<file path="src/rtl/si570_config_sequencer.sv">
// Drives i2c_master through the fixed Si570 reprogramming sequence:
// mux select, freeze DCO, regs 7..12, unfreeze, NewFreq, then poll NewFreq until it clears.
module si570_config_sequencer #(
    parameter logic [6:0]  MuxAddress   = 7'h74,
    parameter logic [7:0]  MuxChannel   = 8'h01,
    parameter logic [6:0]  Si570Address = 7'h5D,
    parameter int unsigned MaxPolls     = 255
) (
    input  logic        i_clk,
    input  logic        i_rst,
    input  logic        i_start,
    input  logic [47:0] i_freq_regs,
    output logic        o_busy,
    output logic        o_done,
    output logic        o_error,
    output logic [2:0]  o_step,
    output logic        o_rv0_valid,
    input  logic        i_rv0_ready,
    output logic [6:0]  o_rv0_slave_address,
    output logic [31:0] o_rv0_wdata,
    output logic [1:0]  o_rv0_burst_count_wr,
    output logic [1:0]  o_rv0_burst_count_rd,
    output logic        o_rv0_rd_wrn,
    input  logic        i_rv1_valid,
    output logic        o_rv1_ready,
    input  logic [31:0] i_rv1_rdata
);

    typedef enum logic [2:0] {StIdle, StIssue, StWaitResp, StDone, StError} state_e;

    localparam logic [7:0] MaxPollsCnt = 8'(MaxPolls);
    localparam logic [2:0] PollStep    = 3'd6;

    state_e      state_q, state_d;
    logic [2:0]  step_q, step_d;
    logic [7:0]  poll_q, poll_d;
    logic [47:0] regs_q, regs_d;
    logic        error_q, error_d;

    // Only the NewFreq bit of a poll response matters.
    logic unused_rdata;
    assign unused_rdata = ^{i_rv1_rdata[31:7], i_rv1_rdata[5:0]};

    always_ff @(posedge i_clk) begin
        if (i_rst) begin
            state_q <= StIdle;
            step_q  <= 3'd0;
            poll_q  <= 8'd0;
            regs_q  <= 48'd0;
            error_q <= 1'b0;
        end else begin
            state_q <= state_d;
            step_q  <= step_d;
            poll_q  <= poll_d;
            regs_q  <= regs_d;
            error_q <= error_d;
        end
    end

    always_comb begin
        state_d = state_q;
        step_d  = step_q;
        poll_d  = poll_q;
        regs_d  = regs_q;
        error_d = error_q;
        unique case (state_q)
            StIdle: begin
                if (i_start) begin
                    regs_d  = i_freq_regs;
                    error_d = 1'b0;
                    poll_d  = 8'd0;
                    step_d  = 3'd0;
                    state_d = StIssue;
                end
            end
            StIssue: begin
                if (i_rv0_ready) state_d = StWaitResp;
            end
            StWaitResp: begin
                if (i_rv1_valid) begin
                    if (step_q != PollStep) begin
                        step_d  = step_q + 3'd1;
                        state_d = StIssue;
                    end else if (!i_rv1_rdata[6]) begin
                        state_d = StDone;
                    end else begin
                        poll_d = poll_q + 8'd1;
                        if (poll_d == MaxPollsCnt) begin
                            error_d = 1'b1;
                            state_d = StError;
                        end else begin
                            state_d = StIssue;
                        end
                    end
                end
            end
            StDone:  state_d = StIdle;
            StError: state_d = StIdle;
            default: state_d = StIdle;
        endcase
    end

    // Request fields are forced to zero outside ISSUE so idle outputs stay quiet.
    always_comb begin
        o_busy               = (state_q == StIssue) || (state_q == StWaitResp);
        o_done               = (state_q == StDone);
        o_error              = error_q;
        o_step               = step_q;
        o_rv0_valid          = (state_q == StIssue);
        o_rv1_ready          = (state_q == StWaitResp);
        o_rv0_slave_address  = 7'd0;
        o_rv0_wdata          = 32'd0;
        o_rv0_burst_count_wr = 2'd0;
        o_rv0_burst_count_rd = 2'd0;
        o_rv0_rd_wrn         = 1'b0;
        if (state_q == StIssue) begin
            o_rv0_slave_address = Si570Address;
            unique case (step_q)
                3'd0: begin
                    o_rv0_slave_address = MuxAddress;
                    o_rv0_wdata         = {24'd0, MuxChannel};
                end
                3'd1: begin
                    o_rv0_wdata          = 32'h0000_1089;
                    o_rv0_burst_count_wr = 2'd1;
                end
                3'd2: begin
                    o_rv0_wdata          = {regs_q[31:24], regs_q[39:32], regs_q[47:40], 8'd7};
                    o_rv0_burst_count_wr = 2'd3;
                end
                3'd3: begin
                    o_rv0_wdata          = {regs_q[7:0], regs_q[15:8], regs_q[23:16], 8'd10};
                    o_rv0_burst_count_wr = 2'd3;
                end
                3'd4: begin
                    o_rv0_wdata          = 32'h0000_0089;
                    o_rv0_burst_count_wr = 2'd1;
                end
                3'd5: begin
                    o_rv0_wdata          = 32'h0000_4087;
                    o_rv0_burst_count_wr = 2'd1;
                end
                3'd6: begin
                    o_rv0_wdata  = 32'h0000_0087;
                    o_rv0_rd_wrn = 1'b1;
                end
                default: o_rv0_wdata = 32'd0;
            endcase
        end
    end

endmodule

</file>
<file path="config.mk">
export PLATFORM = sky130hd
export DESIGN_NAME = si570_config_sequencer
export DESIGN_NICKNAME = d
export VERILOG_FILES = /design/src/rtl/si570_config_sequencer.sv
export SDC_FILE = /design/constraint.sdc
export NUM_CORES = 1
export LEC_CHECK = 0
export CORE_MARGIN = 1
export CORE_UTILIZATION = 45
export DETAILED_ROUTE_END_ITERATION = 10
export HOLD_SLACK_MARGIN = 0.03
export PLACE_DENSITY = 0.86
export SLEW_MARGIN = 0
export SYNTH_ARGS = -nofsm -noshare
export SYNTH_HDL_FRONTEND = slang
export SYNTH_SLANG_ARGS = --single-unit
export TNS_END_PERCENT = 30
</file>
<file path="constraint.sdc">
create_clock -name i_clk -period 5.91 [get_ports i_clk]
set_input_delay 1.182 -clock i_clk [delete_from_list [all_inputs] [get_ports i_clk]]
set_output_delay 1.182 -clock i_clk [all_outputs]
set_load 0.1 [all_outputs]
</file>
==> results.py <==
metrics = {
    "critical_path": {
        "crit_slowest_cell": "clkdlybuf4s50_1",
        "worstSetupEndpointType": "primary output",
        "required_ps": 4730,
        "cp_data_arrival_time_ps": 3770,
        "path_max_fanout": 22,
        "reg2reg_from": "state_q[1]",
        "critPathLaunch": "state_q[0]",
        "regToRegSetupSlack_ps": 3740,
        "worstSetupStartpointType": "register",
        "path_class": "register to primary output",
        "worstReg2RegEnd": "poll_q[3]",
        "r2r_cells": 5,
        "max_stage_delay_ps": 1150,
        "path_cells": "or3b_1 -> clkinv_2 -> and2_1 -> a22o_1 -> clkdlybuf4s50_1",
    },
    "cells_and_area": {
        "fin_cells": 559,
        "nets": 570,
        "design_area_um2": 4210,
        "areaGrowthSynthToFinish_pct": 37.7,
        "fin_util": 0.652,
        "antenna_cells": 0,
        "drive_gt1_frac": 0.0498,
    },
    "floorplanning": {
        "fp.dieArea_um2": 7130,
        "die_y_um": 84.4,
        "die_w_um": 84.4,
        "initial_core_util": 0.473,
        "rows": 29,
        "num_io_pins": 137,
        "coreArea_um2": 6460,
    },
    "clock_network": {
        "tritoncts": "yes",
        "cts_sinks": 63,
        "cts_buffers": 9,
        "postCtsHoldBufs": 0,
        "cts_root_buf": "clkbuf_8",
        "cts_buffer_depth": 2,
        "clk_latency_ps": 350,
        "postCtsResizedCells": 0,
        "cts_setup_buffers": 0,
        "cts_max_level": 3,
        "clkSlewWorstSetupHoldPaths_ps": 80,
    },
    "power_and_ir_drop": {
        "ir_worst_vdd_v": 0.000122,
        "total_power_mw": 1.15,
        "leakagePower_nw": 1.55,
        "pwr_density_cell_nw_per_um2": 273,
    },
    "yosys": {
        "syn_avg_cell_area_um2": 7.72,
        "syn_area_um2": 3060,
        "synth_warnings": 0,
        "synth-seq-cells": 63,
        "ys.flop_type": "dfxtp_1",
        "synthArstFlopShare": 0,
        "yosysSeqAreaShare": 0.412,
        "synthCells": 396,
        "ys_types": 47,
        "synth_edf_count": 0,
    },
    "timing": {
        "slew_violations": 0,
        "timing.hold.ws_ps": 455,
        "clock-skew-final_ps": 10.4,
        "setup_viol": 0,
        "tightestPinTransition_ps": 1140,
        "fin_tns_setup_ps": 0,
        "hold_viol": 0,
        "period_share": 0.838,
        "slew_headroom": 0.243,
        "fmax_ghz": 0.202,
        "worst_slack_ps": 956,
        "rsz0062_at_grt": "no",
        "fin_crit_ps": 4950,
    },
    "global_route": {
        "overflow": 0,
        "grt_pass1_wl_mm": 12.6,
        "antenna_found_initial": 0,
        "globalRouteTotalUtil": 0.221,
        "grt_pass1_vias": 2815,
        "grt_max_degree": 64,
    },
    "detailed_routing": {
        "drc": 9,
        "wl_per_cell_um": 14.1,
        "first_pass_iters": 7,
        "routed_wirelength_mm": 7.87,
        "antenna_left": 0,
        "first_iter_violations": 213,
        "num_vias": 3016,
        "via_per_inst": 5.40,
    },
    "placement": {
        "hpwl_mm": 5.20,
        "gp_congestion": 0.912,
        "post-place-cells": 543,
        "io_buffers": 99,
        "place_area_um2": 3980,
        "pre_cts_slack_ps": 1340,
    },
    "outcome": {
        "violations": "design-rule violations",
        "status": "complete, but fails checks",
    },
    "hold_path": {
        "holdPathEnd": "regs_q[16]",
        "hp-class": "register to register",
        "hold_depth": 2,
        "hp-start": "regs_q[16]",
    },
    "run": {
        "drv_cap": 0,
    },
}
[layer usage]
metal	track usage	share of wire	vias up	routed length, um
met5	0	0	-	0
met3	0.0403	0.049	19	389
met4	0.103	0.024	0	187
li1	-	-	1501	-
met1	0.260	0.43	1410	3340
met2	0.392	0.50	86	3950
[worst max-delay path: cells and delay by family (launching register included)]
| family | cells | cell delay, ps |
|---|---|---|
| buffers and inverters | 2 | 1320 |
| AND/OR/NAND/NOR | 2 | 1320 |
| AO/OA/AOI/OAI | 1 | 260 |
| flip-flops | 1 | 500 |
[where the power goes]
group          total [mW]  switching [mW]  internal, mW
logic               0.247           0.169        0.0778
clock network       0.432           0.173         0.260
registers           0.470          0.0170         0.453
[cells in the final DEF (no fill, tap or decap), types with 2 or more instances in the layout]
cell type	synthesis	routed
conb_1	1	6
o22ai_1	2	2
or3b_1	3	3
nor2b_1	3	3
nand2_1	103	103
ha_1	8	8
nand3b_1	3	3
nand4_1	2	2
a21oi_1	65	65
a2bb2oi_1	2	2
nand3_1	5	5
nor2_1	27	27
a22o_1	22	22
clkinv_2	1	2
and2_1	2	2
clkbuf_8	0	11
inv_1	8	8
clkinvlp_4	0	2
a22oi_1	2	2
xor2_1	2	2
and3_1	2	2
nor3_1	9	9
nand2b_1	2	2
dfxtp_1	63	63
o21ai_0	4	4
buf_4	10	2
clkdlybuf4s50_1	0	98
bufinv_16	0	2
[state kept, by name (all words and copies together) (netlist names)]
signal,count
regs_q,48
o_step,3
o_error,1
poll_q,8
state_q,3
[final cells by class]
cell class	count	area, um2
multi-input combinational	293	1590
clock inverter	5	80.1
clock buffer	11	151
tap	77	96.3
inverter	9	35.0
fill	526	2250
timing repair buffer	101	1000
sequential	63	1260
[synthesized netlist by cell type (all sizes together), types with 5 or more instances]
library cell  instances  share of area
a21oi                65           0.11
a22o                 22          0.063
buf                  23          0.050
clkbuf               13          0.016
dfxtp                63           0.41
ha                    8          0.033
inv                   8         0.0098
nand2               103           0.13
nand3                 5         0.0082
nor2                 28          0.037
nor3                 10          0.018
o21ai                 5         0.0082
[kinds of logic (layout without fill, tap and decap cells)]
family                     after synthesis  count (layout)  share of synthesized area
and+or+nand+nor                        169             169                      0.248
AOI/OAI and AO/OA                      107             107                      0.220
DFF                                     63              63                      0.412
buffers and inverters                   45             126                     0.0769
adders and majority gates                8               8                     0.0327
xor gates and xnor gates                 2               2                    0.00573
other                                    1               6                    0.00123
muxes                                    1               1                    0.00327
[worst max-delay path by stage]
| stage | to | cells after the start |
|---|---|---|
| 6_report | o_rv0_wdata[29] | 5 |
| 5_1_grt | o_rv0_wdata[29] | 5 |
| 4_1_cts | o_rv0_wdata[29] | 5 |
| 3_5_place_dp | o_rv0_wdata[29] | 5 |
| 3_3_place_gp | o_rv0_wdata[29] | 5 |
| 2_1_floorplan | o_rv0_slave_address[3] | 4 |
No activity file was read; power rests on OpenSTA's default activity.
